<file path="src/rtl/fetch_pkg.sv">
// Shared types and widths for the instruction-fetch stage.
package fetch_pkg;

   localparam int INST_W = 32;
   localparam int MEM_W  = 64;

   typedef enum logic [1:0] {
      S_REQ  = 2'd0,
      S_WAIT = 2'd1,
      S_KILL = 2'd2
   } fetch_state_t;

   typedef struct packed {
      logic [63:0]       pc;
      logic [INST_W-1:0] instrux;
   } q_entry_t;

endpackage

</file>
<file path="src/rtl/fetch_queue.sv">
// Instruction queue: up to two pushes and one pop per cycle, synchronous flush.
module fetch_queue
   import fetch_pkg::*;
#(
   parameter int QDEPTH = 4
) (
   input  logic                     clk,
   input  logic                     reset,
   input  logic                     i_push0,
   input  q_entry_t                 i_data0,
   input  logic                     i_push1,
   input  q_entry_t                 i_data1,
   input  logic                     i_pop,
   input  logic                     i_flush,
   output q_entry_t                 o_head,
   output logic                     o_empty,
   output logic [$clog2(QDEPTH):0]  o_free
);

   localparam int PW = $clog2(QDEPTH);

   q_entry_t        r_mem [QDEPTH];
   logic [PW-1:0]   r_rd;
   logic [PW-1:0]   r_wr;
   logic [PW:0]     r_cnt;
   logic [PW-1:0]   w_wr1;
   logic [1:0]      w_npush;

   assign w_wr1   = r_wr + PW'(1);
   assign w_npush = {1'b0, i_push0} + {1'b0, i_push1};

   // Entry storage; push1 always lands in the slot after push0.
   always_ff @(posedge clk) begin
      if (i_push0) r_mem[r_wr]  <= i_data0;
      if (i_push1) r_mem[w_wr1] <= i_data1;
   end

   // Pointers and occupancy; flush empties the queue in one cycle.
   always_ff @(posedge clk or posedge reset) begin
      if (reset) begin
         r_rd  <= '0;
         r_wr  <= '0;
         r_cnt <= '0;
      end else if (i_flush) begin
         r_rd  <= '0;
         r_wr  <= '0;
         r_cnt <= '0;
      end else begin
         r_wr  <= r_wr + PW'(w_npush);
         r_rd  <= r_rd + PW'(i_pop);
         r_cnt <= r_cnt + (PW+1)'(w_npush) - (PW+1)'(i_pop);
      end
   end

   // Head is zero when empty so decode sees clean outputs.
   always_comb begin
      o_head  = '0;
      o_empty = (r_cnt == '0);
      o_free  = (PW+1)'(QDEPTH) - r_cnt;
      if (!o_empty) o_head = r_mem[r_rd];
   end

   a_no_underflow: assert property (@(posedge clk) disable iff (reset)
      i_flush || !(i_pop && (r_cnt == '0)));
   a_no_overflow: assert property (@(posedge clk) disable iff (reset)
      i_flush || ((int'(r_cnt) + int'(w_npush) - int'(i_pop)) <= QDEPTH));
   a_push_order: assert property (@(posedge clk) disable iff (reset)
      !i_push1 || i_push0);

endmodule

</file>
<file path="src/rtl/fetch_unit.sv">
// Instruction-fetch stage: one outstanding 64-bit memory request, split into
// two instructions, queued for decode; redirect flushes and kills stale data.
//
// state  | meaning
// S_REQ  | request next aligned word when the queue has room for two entries
// S_WAIT | request granted, waiting for its response
// S_KILL | outstanding response is stale; drop it when it arrives
module fetch_unit
   import fetch_pkg::*;
#(
   parameter logic [63:0] RESET_PC = 64'h0,
   parameter int          QDEPTH   = 4
) (
   input  logic              clk,
   input  logic              reset,
   input  logic              f_stall,
   input  logic              f_redirect,
   input  logic [63:0]       f_redirect_pc,
   output logic              of_mem_req,
   output logic [63:0]       of_mem_addr,
   input  logic              f_mem_gnt,
   input  logic              f_mem_rvalid,
   input  logic [MEM_W-1:0]  f_mem_rdata,
   output logic [INST_W-1:0] of_instrux,
   output logic [63:0]       of_pc,
   output logic              of_is_inst_valid
);

   localparam int PW = $clog2(QDEPTH);

   fetch_state_t r_state;
   fetch_state_t w_state_nxt;
   logic [63:0]  r_fetch_pc;
   logic [63:0]  r_req_pc;
   logic         w_req;
   logic         w_push0;
   logic         w_push1;
   logic         w_pop;
   q_entry_t     w_d0;
   q_entry_t     w_d1;
   q_entry_t     w_head;
   logic         w_empty;
   logic [PW:0]  w_free;
   logic         w_unused_ok;

   assign w_unused_ok = &{1'b0, f_redirect_pc[1:0]};

   // State register.
   always_ff @(posedge clk or posedge reset) begin
      if (reset) r_state <= S_REQ;
      else       r_state <= w_state_nxt;
   end

   // Next state; redirect overrides normal progress.
   always_comb begin
      w_state_nxt = r_state;
      case (r_state)
         S_REQ: begin
            if (f_redirect)               w_state_nxt = f_mem_gnt ? S_KILL : S_REQ;
            else if (w_req && f_mem_gnt)  w_state_nxt = S_WAIT;
         end
         S_WAIT: begin
            if (f_mem_rvalid)             w_state_nxt = S_REQ;
            else if (f_redirect)          w_state_nxt = S_KILL;
         end
         S_KILL: begin
            // a response arriving with a redirect still retires the stale request
            if (f_mem_rvalid)             w_state_nxt = S_REQ;
         end
         default:                         w_state_nxt = S_REQ;
      endcase
   end

   // Outputs: memory request, queue pushes and pop.
   always_comb begin
      w_req       = (r_state == S_REQ) && (w_free >= (PW+1)'(2)) && !f_redirect;
      of_mem_req  = w_req && !reset;
      of_mem_addr = reset ? 64'h0 : {r_fetch_pc[63:3], 3'b000};
      w_push0     = (r_state == S_WAIT) && f_mem_rvalid && !f_redirect;
      w_push1     = w_push0 && !r_req_pc[2];
      w_pop       = of_is_inst_valid && !f_stall && !f_redirect;
      w_d0        = '{pc: r_req_pc,
                      instrux: r_req_pc[2] ? f_mem_rdata[63:32] : f_mem_rdata[31:0]};
      w_d1        = '{pc: r_req_pc + 64'd4, instrux: f_mem_rdata[63:32]};
   end

   // Fetch PC and the PC of the outstanding request.
   always_ff @(posedge clk or posedge reset) begin
      if (reset) begin
         r_fetch_pc <= RESET_PC;
         r_req_pc   <= '0;
      end else begin
         if (f_redirect)
            r_fetch_pc <= {f_redirect_pc[63:2], 2'b00};
         else if ((r_state == S_WAIT) && f_mem_rvalid)
            r_fetch_pc <= {r_req_pc[63:3], 3'b000} + 64'd8;
         if (w_req && f_mem_gnt)
            r_req_pc <= r_fetch_pc;
      end
   end

   fetch_queue #(.QDEPTH(QDEPTH)) u_queue (
      .clk     (clk),
      .reset   (reset),
      .i_push0 (w_push0),
      .i_data0 (w_d0),
      .i_push1 (w_push1),
      .i_data1 (w_d1),
      .i_pop   (w_pop),
      .i_flush (f_redirect),
      .o_head  (w_head),
      .o_empty (w_empty),
      .o_free  (w_free)
   );

   assign of_is_inst_valid = !w_empty;
   assign of_pc            = w_head.pc;
   assign of_instrux       = w_head.instrux;

endmodule

</file>
<file path="config.mk">
export PLATFORM = sky130hd
export DESIGN_NAME = fetch_unit
export DESIGN_NICKNAME = d
export VERILOG_FILES = /design/src/rtl/fetch_pkg.sv /design/src/rtl/fetch_queue.sv /design/src/rtl/fetch_unit.sv
export SDC_FILE = /design/constraint.sdc
export NUM_CORES = 1
export LEC_CHECK = 0
export CAP_MARGIN = 0
export CELL_PAD_IN_SITES_DETAIL_PLACEMENT = 0
export CELL_PAD_IN_SITES_GLOBAL_PLACEMENT = 1
export CORE_UTILIZATION = 50
export CTS_BUF_LIST = sky130_fd_sc_hd__clkbuf_8 sky130_fd_sc_hd__clkbuf_16
export DETAILED_ROUTE_END_ITERATION = 16
export GPL_TIMING_DRIVEN = 0
export PLACE_DENSITY = 0.93
export SLEW_MARGIN = 20
export SYNTH_ARGS = -nofsm -noshare
export SYNTH_HDL_FRONTEND = slang
export SYNTH_SLANG_ARGS = --single-unit
</file>
<file path="constraint.sdc">
create_clock -name clk -period 13 [get_ports clk]
set_input_delay 1.3 -clock clk [delete_from_list [all_inputs] [get_ports clk]]
set_output_delay 1.3 -clock clk [all_outputs]
set_load 0.03 [all_outputs]
</file>
* Yosys cells after proc, flatten, opt, wreduce, memory -nomap -nowiden *
Memory sizes are Yosys's and may differ from the RTL's.
Index checks and enable logic that the tools add are counted.

cells by class
  reductions and logical operators = 18
  magnitude comparators = 1
  $add $sub $neg = 9
  equality and inequality tests = 5
  multiplexer cells = 19

operator list
  kind                   number
  $mux 64                3
  $mux 96                1
  $add 64x3->64 const B  1
  $add 64x4->64 const B  1
  $mux 32                1
  $mux 2                 8
  $logic_and 1x1->1      9
  $pmux 2 s3             1
  $logic_not 1->1        5
  $mux 1                 4
  $add 3x2->3            1
  $ge 3x2->1 const B     1
  $logic_not 3->1        1
  $mux 3                 1
  $ne 3x2->1 const B     1
  $ne 3x3->1 const B     1
  $reduce_and 3->1       1
  $sub 3x1->3            1
  $sub 3x3->3 const A    1
  $add 1x1->2            1
  $add 2x1->2            1
  $add 2x1->2 const B    1
  $add 2x2->2            1
  $eq 2x1->1 const B     1
  4 further kinds        4

storage, ports and cells
  logic and storage cells = 59
  memories kept = 1
  input port bits = 134
  memory bits (writable) = 384
  register bits after elaboration = 137
  output and inout port bits = 162

memories
  name           depth  width  read ports  clocked after memory_dff  wr ports  line               text
  u_queue.r_mem  4      96     1           0                         2         fetch_queue.sv:22  q_entry_t r_mem [QDEPTH];

* Depth between registers and ports, before layout *
  depth in word-level cells = 8
  depth in mapped cells = 11
  depth with buffers taken out = 11

* Cells and area by module *
Synthesis repeated with hierarchy kept, for this count alone.

second synthesis, totals
  cell total of the unflattened synthesis = 2217
  area, all modules = 28180.8 µm²

by module, submodules not included
  module       instances  sequential area each (µm²)  cells an instance  area an instance (µm²)
  fetch_queue  1          11706.2                     1191               19306.0
  fetch_unit   1          3153.0                      1026               8874.8

* Worst setup path after synthesis *
No wires, ideal clock.

  path type = input -> register
  start = in f_mem_rvalid
  end = mem u_queue.r_mem[1][0] (netlist bit) (enable)
  path buffers = 3
  required time = 12.338 ns
  setup slack = 3.760 ns
  library setup time = 0.662 ns
  arrival = 8.578 ns
  cell stages on the path = 6
  path through = and3b_1 clkbuf_1 nand2b_1 clkbuf_1 buf_1 nor3_1

RTL lines
  element      line               text
  from (decl)  fetch_unit.sv:22   input logic f_mem_rvalid,
  to (decl)    fetch_queue.sv:22

* Worst setup path in the final report *
  start = reg u_queue.r_rd[0]
  end = out of_pc[50]

between the ends
  cells in the longest elaborated chain, start to end = 2

ends and longest elaborated chain
  element                 line               text
  from (decl)             fetch_queue.sv:23  logic [PW-1:0] r_rd;
  from (signal assigned)  fetch_queue.sv:50  r_rd <= r_rd + PW'(i_pop);
  $mem_v2 4x96            -
  $mux 96                 fetch_queue.sv:60  if (!o_empty) o_head = r_mem[r_rd];
  to (decl)               fetch_unit.sv:25   output logic [63:0] of_pc,

No other way between the ends.

==> out/metrics.yaml <==
critical_path:
  cp.arrival_ps: 4370
  required_ps: 11700
  path_max_fanout: 10
  critPathCaptureType: "output pin"
  critical_path_class: "register to output pin"
  cp-start-kind: "register"
clocking:
  clock-sinks: 509
  ctsHoldBuffers: 0
  root_buffer: "clkbuf_16"
  cts_max_path_buffers: 3
  postCtsSetupRepairBufs: 0
  cts_resized: 0
  clk_pin_slew_ps: 60
  cts_made_buffers: 53
  cts_tree: "yes"
  clock_latency_ps: 620
  cts_max_level: 2
sta:
  tns_ps: 0
  drv_slew: 0
  setup_viol: 0
  hold_viol: 0
  relSlewSlack_pct: 29.5
  fin_skew_ps: 36.3
  holdWs_ps: 523
  worstMarginPinSlew_ps: 1060
  timing.final.crit_period_ps: 5670
  rsz0062_at_grt: "no"
  finalCritPeriodShare_pct: 43.6
  fmax_mhz: 177
die:
  start_util_pct: 51.0
  ios: 296
  dieWidth_um: 229
  fp.dieH_um: 229
  core_um2: 50500
  rows: 82
  die-area_um2: 52400
synthesis:
  synth.avg_cell_area_um2: 12.7
  seq_area_frac_synth_pct: 56.7
  ys.flop_type: "edfxtp_1"
  syn_area_um2: 25800
  synthTopCellsByCount: "376 x edfxtp_1, 233 x clkbuf_1, 192 x mux2_2"
  ys_async_sr_fraction_pct: 26.1
  ys_warn_count: 0
  synth_most_common_cell: "edfxtp_1"
  ys_ff_latch: 509
  synth-edff-count: 376
  synth.distinct_cells: 56
  synth_top_area_share_pct: 43.8
  synth_area_leader_cell: "edfxtp_1"
  synth_area_leaders: "edfxtp_1 44%, dfrtp_1 13%, mux2_2 8.4%"
  netlist_instances: 2029
global_routing:
  grt_max_degree: 100
  grt_use_total_pct: 28.0
  grt_pass1_vias: 18100
  overflow: 0
  antenna_found_initial: 1
  grt_pass1_wl_mm: 109
drt:
  drt_iter0_drc: 1696
  ant_nets: 0
  firstDrtPassIters: 5
  post_drt_wl_per_cell_um: 23.5
  vias: 17900
  drc: 0
  drt-total-wl_mm: 73.5
  routed_via_density: 5.72
cells_and_area:
  fin_util_pct: 63.1
  drive_gt1_share_pct: 18.3
  area_growth_syn_to_layout_pct: 23.6
  num-nets-final: 2554
  final_area_um2: 31800
  fillCellCount: 3880
power_and_ir_drop:
  pwr-share-seq_pct: 37.3
  p_total_mw: 5.82
  p_sw_share_pct: 34.2
  p_clk_share_pct: 25.8
  p_int_mw: 3.83
  vdd.ir_drop.worst_mv: 0.107
  p_sw_mw: 1.99
  leakagePower_nw: 10.9
  power.density_nw_per_um2: 183
  p_comb_share_pct: 36.9
placed_design:
  portBuffers: 287
  placed_area_um2: 30100
  place_hpwl_mm: 53.7
  routabilityCongestion: 0.913
worst_hold_path:
  hp-class: "register to register"
run_status:
  status: "completed"
run:
  cap_violations: 0
per-layer routing:
metal	vias up	global-route usage [%]	wire length, µm
met5	-	0	7
met4	2	13.1	3220
li1	7938	-	-
met2	866	45.7	35400
met3	176	4.97	6060
met1	8889	36.4	28800
critical path: stages (launching register included):
cell and delay (ps):
dfrtp_1 430, clkbuf_1 300, buf_1 680, buf_1 850, mux4_2 660, and2_1 190, clkdlybuf4s50_1 610
power by group through the flow:
stage / Sequential, mW / Combinational (mW) / Clock (mW)
CTS: 2.16 / 2.15 / 1.52
detailed placement: 2.20 / 2.14 / 0
global placement: 2.20 / 2.06 / 0
floorplan: 2.16 / 1.44 / 0
global route: 2.18 / 2.30 / 1.57
finish: 2.17 / 2.15 / 1.50
metrics by stage:
stage / setup slack, ps / cells
2_1_floorplan: 3760 / 2033
3_3_place_gp: -3420 / 2992
3_5_place_dp: 7740 / 3026
4_1_cts: 7260 / 3125
5_1_grt: 7140 / 3125
6_report: 7330 / 3126
layout make-up:
type / count / area [µm²] / share of cell area, %
Multi-Input combinational cell: 1227 / 10000 / 31.5
Antenna cell: 1 / 2.50 / 0.00786
Buffer: 278 / 1120 / 3.53
Sequential cell: 509 / 14600 / 45.9
Inverter: 19 / 78.8 / 0.248
Clock buffer: 56 / 1390 / 4.37
Clock inverter: 43 / 322 / 1.01
Tap cell: 672 / 841 / 2.64
Timing Repair Buffer: 321 / 3440 / 10.8
cells in the final DEF, fill, tap and decap left out, types with 18 or more instances in the layout:
cell / instances
nand3_1: 34
and2_1: 99
dfrtp_1: 133
inv_1: 26
clkbuf_1: 233
nand2_1: 180
xnor2_1: 107
mux2_2: 192
o21ai_0: 37
nor2b_1: 67
edfxtp_1: 376
a21oi_1: 28
buf_2: 18
nor2_1: 112
clkdlybuf4s50_1: 287
nand4_1: 25
clkbuf_16: 55
nor3_1: 33
xor2_1: 68
mux4_2: 94
sequential cells by signal, summed over array words and instances (netlist names):
signal         cells
u_queue.r_wr       2
r_fetch_pc        62
r_state            2
u_queue.r_cnt      3
u_queue.r_mem    376
r_req_pc          62
u_queue.r_rd       2
kinds of logic after synthesis:
logic type	Yosys count	share of synthesized area (%)
multiplexers	289	16.7
adder cells (fa/ha/maj)	11	0.563
flip-flops	509	56.7
other	1	0.0146
AO/OA/AOI/OAI	104	2.49
AND/OR/NAND/NOR	643	12.9
XOR/XNOR	175	5.95
buffers and inverters	297	4.64
path summary, 6_finish.rpt:
kind,slack (ps),cells after the start,end,start
max,7330,6,of_pc[50],u_queue.r_rd[0]
min reg2reg,520,1,r_req_pc[19],r_fetch_pc[19]
min in group asynchronous,1470,2,r_req_pc[51],reset
max in group asynchronous,10680,3,r_req_pc[25],reset
min,520,1,r_req_pc[19],r_fetch_pc[19]
max reg2reg,9040,8,u_queue.r_mem[2][3],r_state[1]
Power figures use the tool's default switching activity.
